`config.mk`:
```
export PLATFORM = sky130hd
export DESIGN_NAME = event_stat_ctrl
export DESIGN_NICKNAME = d
export VERILOG_FILES = /design/src/rtl/struct_test_pkg.sv /design/src/rtl/event_stat_peak.sv /design/src/rtl/event_stat_ctrl.sv
export SDC_FILE = /design/constraint.sdc
export NUM_CORES = 1
export LEC_CHECK = 0
export CORE_MARGIN = 5
export CORE_UTILIZATION = 57
export CTS_BUF_LIST = sky130_fd_sc_hd__clkbuf_16
export DETAILED_ROUTE_END_ITERATION = 8
export HOLD_SLACK_MARGIN = 0.06
export PLACE_DENSITY_LB_ADDON = 0.2
export SLEW_MARGIN = 20
export SYNTH_ARGS = -nofsm -noshare
export SYNTH_HDL_FRONTEND = slang
export SYNTH_HIERARCHICAL = 1
export SYNTH_SLANG_ARGS = --single-unit
```
`constraint.sdc`:
```
create_clock -name clk -period 6.2 [get_ports clk]
set_input_delay 0.62 -clock clk [delete_from_list [all_inputs] [get_ports clk]]
set_output_delay 0.62 -clock clk [all_outputs]
set_load 0.01 [all_outputs]
```
`src/rtl/struct_test_pkg.sv`:
```
// -----------------------------------------------------------------------------
// struct_test_pkg
// Shared definitions for the event statistics controller:
//   NCHAN, PEAK_W, TS_W  - channel count, sample width, timestamp width
//   event_stat_struct    - completed record: per-channel peaks + start timestamp
//   state_t              - controller FSM states (IDLE, COLLECT, EMIT)
//   peak_max()           - unsigned full-width maximum used by the peak hold
// -----------------------------------------------------------------------------
package struct_test_pkg;

   localparam int NCHAN  = 4;
   localparam int PEAK_W = 16;
   localparam int TS_W   = 32;

   typedef struct packed {
      logic [NCHAN-1:0][PEAK_W-1:0] peak;
      logic [TS_W-1:0]              timestamp;
   } event_stat_struct;

   typedef enum logic [1:0] {
      IDLE    = 2'd0,
      COLLECT = 2'd1,
      EMIT    = 2'd2
   } state_t;

   // Unsigned compare at full width, so a peak can only grow and never wraps.
   function automatic logic [PEAK_W-1:0] peak_max(input logic [PEAK_W-1:0] cur,
                                                  input logic [PEAK_W-1:0] smp);
      return (smp > cur) ? smp : cur;
   endfunction

endpackage

```
`src/rtl/event_stat_peak.sv`:
```
// -----------------------------------------------------------------------------
// event_stat_peak
// One channel of max-hold tracking.
// Ports:
//   clk, resetn  - clock, asynchronous active-low reset
//   clear        - zero the held peak (start of a new window); wins over valid
//   valid        - fold sample into the held peak this cycle
//   sample       - unsigned channel sample
//   peak         - held maximum since the last clear
// -----------------------------------------------------------------------------
module event_stat_peak
   import struct_test_pkg::*;
(
   input  logic              clk,
   input  logic              resetn,
   input  logic              clear,
   input  logic              valid,
   input  logic [PEAK_W-1:0] sample,
   output logic [PEAK_W-1:0] peak
);

   always_ff @(posedge clk or negedge resetn) begin
      if (!resetn) begin
         peak <= '0;
      end else if (clear) begin
         peak <= '0;
      end else if (valid) begin
         peak <= peak_max(peak, sample);
      end
   end

endmodule

```
`src/rtl/event_stat_ctrl.sv`:
```
// -----------------------------------------------------------------------------
// event_stat_ctrl
// Collects per-channel peak values over a window of WINDOW_LEN accepted
// samples following a trigger, then presents one record with a
// valid/ready handshake.
// Parameter:
//   WINDOW_LEN   - accepted samples per window (1..65535)
// Ports:
//   clk          - clock, rising edge
//   resetn       - asynchronous active-low reset
//   trig         - event start pulse (ignored while a window is in flight)
//   samp_valid   - sample qualifier
//   samp         - NCHAN packed unsigned samples, channel i at [i*PEAK_W +: PEAK_W]
//   stat_ready   - downstream accept
//   stat         - completed record (peaks + timestamp of the trig cycle)
//   stat_valid   - record valid, only in EMIT
//   busy         - high in COLLECT or EMIT
//   drop_count   - (only with EVENT_STAT_DROP_CNT_EN) saturating count of
//                  ignored trigs
// Build option: define EVENT_STAT_DROP_CNT_EN to add the drop_count output.
// -----------------------------------------------------------------------------
module event_stat_ctrl
   import struct_test_pkg::*;
#(
   parameter int unsigned WINDOW_LEN = 16
) (
   input  logic                    clk,
   input  logic                    resetn,
   input  logic                    trig,
   input  logic                    samp_valid,
   input  logic [NCHAN*PEAK_W-1:0] samp,
   input  logic                    stat_ready,
   output event_stat_struct        stat,
   output logic                    stat_valid,
   output logic                    busy
`ifdef EVENT_STAT_DROP_CNT_EN
   ,
   output logic [15:0]             drop_count
`endif
);

   localparam logic [15:0] CNT_LAST = 16'(WINDOW_LEN - 1);

   state_t                       state;
   logic [TS_W-1:0]              ts_cnt;
   logic [TS_W-1:0]              ts_lat;
   logic [15:0]                  samp_cnt;
   logic [NCHAN-1:0][PEAK_W-1:0] peak_w;
   logic                         hs;
   logic                         clr;
   logic                         acc;

   assign hs  = (state == EMIT) && stat_valid && stat_ready;
   // A new window opens from IDLE, or back-to-back on the handshake cycle.
   assign clr = trig && ((state == IDLE) || hs);
   // The trig cycle itself is never in COLLECT, so its sample is skipped.
   assign acc = (state == COLLECT) && samp_valid;

   always_ff @(posedge clk or negedge resetn) begin
      if (!resetn) begin
         ts_cnt <= '0;
      end else begin
         ts_cnt <= ts_cnt + 1'b1;
      end
   end

   always_ff @(posedge clk or negedge resetn) begin
      if (!resetn) begin
         state      <= IDLE;
         stat_valid <= 1'b0;
         busy       <= 1'b0;
         samp_cnt   <= '0;
         ts_lat     <= '0;
      end else begin
         case (state)
            IDLE: begin
               if (trig) begin
                  state    <= COLLECT;
                  busy     <= 1'b1;
                  samp_cnt <= '0;
                  ts_lat   <= ts_cnt;
               end
            end
            COLLECT: begin
               if (samp_valid) begin
                  samp_cnt <= samp_cnt + 16'd1;
                  if (samp_cnt == CNT_LAST) begin
                     state      <= EMIT;
                     stat_valid <= 1'b1;
                  end
               end
            end
            EMIT: begin
               if (stat_ready) begin
                  stat_valid <= 1'b0;
                  if (trig) begin
                     state    <= COLLECT;
                     samp_cnt <= '0;
                     ts_lat   <= ts_cnt;
                  end else begin
                     state <= IDLE;
                     busy  <= 1'b0;
                  end
               end
            end
            default: begin
               state      <= IDLE;
               stat_valid <= 1'b0;
               busy       <= 1'b0;
            end
         endcase
      end
   end

   for (genvar i = 0; i < NCHAN; i++) begin : g_peak
      event_stat_peak u_peak (
         .clk    (clk),
         .resetn (resetn),
         .clear  (clr),
         .valid  (acc),
         .sample (samp[i*PEAK_W +: PEAK_W]),
         .peak   (peak_w[i])
      );
   end

   assign stat.peak      = peak_w;
   assign stat.timestamp = ts_lat;

`ifdef EVENT_STAT_DROP_CNT_EN
   function automatic logic [15:0] sat_inc(input logic [15:0] v);
      return (v == 16'hFFFF) ? v : v + 16'd1;
   endfunction

   logic drop;
   assign drop = trig && ((state == COLLECT) || ((state == EMIT) && !hs));

   always_ff @(posedge clk or negedge resetn) begin
      if (!resetn) begin
         drop_count <= '0;
      end else if (drop) begin
         drop_count <= sat_inc(drop_count);
      end
   end
`endif

endmodule

```
==> flow_summary_export.csv <==
group,metric,value,unit
final_layout,nets,1156,
pwr,p_leak,4.94,nW
final_layout,drive_gt1_share,6.68,%
pwr,power,4.40,mW
final_layout,seq_area,3700,sq um
logic_synthesis,synthCells,859,
setup_path,crit_path_end_kind,"flip-flop",
place,gp_congestion,0.802,
setup_path,critPathKind,"input pin to flip-flop",
drt,wl,18.9,mm
final_layout,nFillCells,1142,
sta,hold_viol_final,0,
pwr,cellPowerDensity,401,nW/um^2
run,cap_violations,0,
pwr,intPower,2.84,mW
pwr,pwr-share-seq,32.5,%
final_layout,layout.cells.non_filler,1221,
pwr,combPwrFrac,44.4,%
die,initial_core_util,57.6,%
drt,drt_first_pass_iters,4,
setup_path,crit_arrival,3190,ps
setup_path,worstPathMaxFanout,16,
die,rows,45,
clock_tree,clk_path_buf_depth,2,
run_status,outcome,"completed",
sta,worstMarginPinSlew,894,ps
sta,slew-limit-headroom,40.4,%
grt,grt_overflow_total,0,
clock_tree,root_buffer,"clkbuf_16",
sta,rsz0062_at_grt,"no",
logic_synthesis,avgSynthCellArea,10.1,sq um
place,portBuffers,166,
sta,max_freq,351,MHz
setup_path,critPathMaxStageDelay,640,ps
clock_tree,insertion_delay,430,ps
sta,period_share,46.0,%
pwr,clkPwrFrac,23.1,%
pwr,switching_power,1.56,mW
clock_tree,cts_tree,"yes",
logic_synthesis,synthesis.area,8650,sq um
setup_path,crit_path_start_kind,"input pin",
die,pin_count,167,
logic_synthesis,synth_edf_count,0,
die,core-area,15000,sq um
setup_path,crit_slowest_cell,"a31oi_4",
logic_synthesis,yosysSeqAreaShare,42.8,%
drt,antenna_left,0,
logic_synthesis,syn_nets,994,
grt,grt_pass1_wl,31.9,mm
final_layout,multi_input_area,4510,sq um
drt,drc,0,
sta,finalSetupViolCount,0,
die,fp.dieH,133,microns
logic_synthesis,ys_warn_count,6,
drt,vias,6414,
grt,grt_max_degree,77,
sta,fin_skew,5.67,ps
clock_tree,ctsHoldBuffers,0,
place,dp_hpwl,13.4,mm
clock_tree,htreeDepth,4,
die,die_x,133,microns
final_layout,area_growth,26.9,%
pwr,ir_drop,0.000230,V
logic_synthesis,ys.flop_type,"dfrtp_1",
logic_synthesis,async_flop_share,100,%
pwr,swShare,35.4,%
logic_synthesis,synth-seq-cells,148,
place,dp.cells,1190,
final_layout,final_common_cell,"clkdlybuf4s50_1",
clock_tree,cts_resized,0,
grt,antenna_found_initial,1,
final_layout,antenna_cells,0,
grt,grt.total_usage,22.1,%
drt,wl_per_cell,15.5,microns
sta,slew_viol_final,0,
drt,routed_via_density,5.25,
setup_path,required,6540,ps
clock_tree,numCtsBuffers,17,
clock_tree,cts_setup_buffers,0,
sta,fin_crit,2850,ps
setup_path,r2r_cells,7,
grt,grt_pass1_vias,6453,
setup_path,crit_chain,"clkdlybuf4s50_1, ha_1, nand4_2, or4_4, a21o_1, a31oi_4, mux2i_1",
final_layout,final_cell_mix,"165 x clkdlybuf4s50_1, 148 x dfrtp_1, 126 x nand2_1",
die,dieArea,17700,sq um
clock_tree,clkTransAtPathRegs,60,ps
clock_tree,cts.sinks,148,
logic_synthesis,ys_types,52,
min_path,hp-class,"input pin to asynchronous set/reset pin",
sta,setup-tns-final,0,ps
drt,drt_iter0_markers,226,
routing by layer:
layer | wire length, microns | up-vias | global-route usage (%)
li1 | - | 3174 | -
met1 | 8720 | 3078 | 29.6
met2 | 8820 | 133 | 35.0
met3 | 993 | 27 | 6.12
met4 | 366 | 2 | 7.31
met5 | 8 | - | 0
cells in the mapped netlist (all sizes together) (3+ instances only):
library cell	number	area share, %
nor2	31	1.4
nand4	21	2.2
and3	14	1.1
dfrtp	148	43
nor2b	4	0.29
nand2b	90	6.5
o211ai	4	0.35
a31oi	4	0.98
ha	66	9.5
or4	4	0.52
nor4	4	0.46
and2	3	0.25
clkbuf	12	0.52
nand2	126	5.5
buf	16	1.7
a2111oi	4	0.69
nand3	17	1.1
xnor2	25	2.5
o21ai	15	0.87
nor3	10	0.69
a21oi	22	1.4
mux2i	64	7.4
xor2	18	1.8
a21o	13	1.1
and4	6	0.67
or2b	41	3.6
inv	67	2.9
worst max-delay path: cells and delay by family:
kind,cells,cell delay (ps)
multiplexers,1,260
AO/OA/AOI/OAI,2,840
adder cells (fa/ha/maj),1,350
buffers and inverters,1,450
AND/OR/NAND/NOR,2,660
through the flow:
step	setup slack [ps]	utilization, %	hold WS (ps)	instance area, sq um
2_1_floorplan	3700	-	324	8650
3_3_place_gp	2970	69.2	459	10400
3_5_place_dp	2900	69.2	462	10400
4_1_cts	3330	73.0	245	11000
5_1_grt	3190	73.0	270	11000
6_report	3350	73.0	204	11000
layout make-up:
class	instances	area share, %
inverter	67	2.29
sequential	148	33.7
clock buffer	17	3.88
clock inverter	14	1.39
tap	188	2.14
multi-input combinational	616	41.1
timing repair buffer	171	15.5
power groups by stage:
| stage | Clock (mW) | Sequential (mW) | Combinational [mW] |
|---|---|---|---|
| 4_1_cts | 1.04 | 1.43 | 1.98 |
| 3_5_place_dp | 0 | 1.44 | 1.97 |
| 6_report | 1.02 | 1.43 | 1.96 |
| 3_3_place_gp | 0 | 1.44 | 1.92 |
| 2_1_floorplan | 0 | 1.51 | 1.10 |
| 5_1_grt | 1.07 | 1.48 | 2.17 |
kinds of logic after synthesis:
group / count (synthesis) / share of synthesized area [%]
simple gates: 376 / 24.8
flops: 148 / 42.8
buf+inv: 95 / 5.18
compound gates: 66 / 5.78
fa+ha+maj: 66 / 9.54
mux: 65 / 7.53
xor+xnor: 43 / 4.35
sequential cells by signal, indices dropped and copies added (netlist names):
| register | flops |
|---|---|
| stat_valid | 1 |
| samp_cnt | 16 |
| busy | 1 |
| g_peak.u_peak/peak | 64 |
| state | 2 |
| ts_cnt | 32 |
| ts_lat | 32 |
final timing paths:
kind / endpoint / from / slack (ps)
min in group clk: ts_cnt[31]$_DFF_PN0_ / ts_cnt[31]$_DFF_PN0_ / 470
max: g_peak[3].u_peak/peak[1]$_DFFE_PN0P_ / samp[63] / 3350
max in group asynchronous: ts_cnt[15]$_DFF_PN0_ / resetn / 4590
min reg2reg: ts_cnt[31]$_DFF_PN0_ / ts_cnt[31]$_DFF_PN0_ / 470
min: g_peak[3].u_peak/peak[10]$_DFFE_PN0P_ / resetn / 200
max reg2reg: g_peak[0].u_peak/peak[2]$_DFFE_PN0P_ / g_peak[0].u_peak/peak[15]$_DFFE_PN0P_ / 3560
Power figures use the tool's default switching activity.
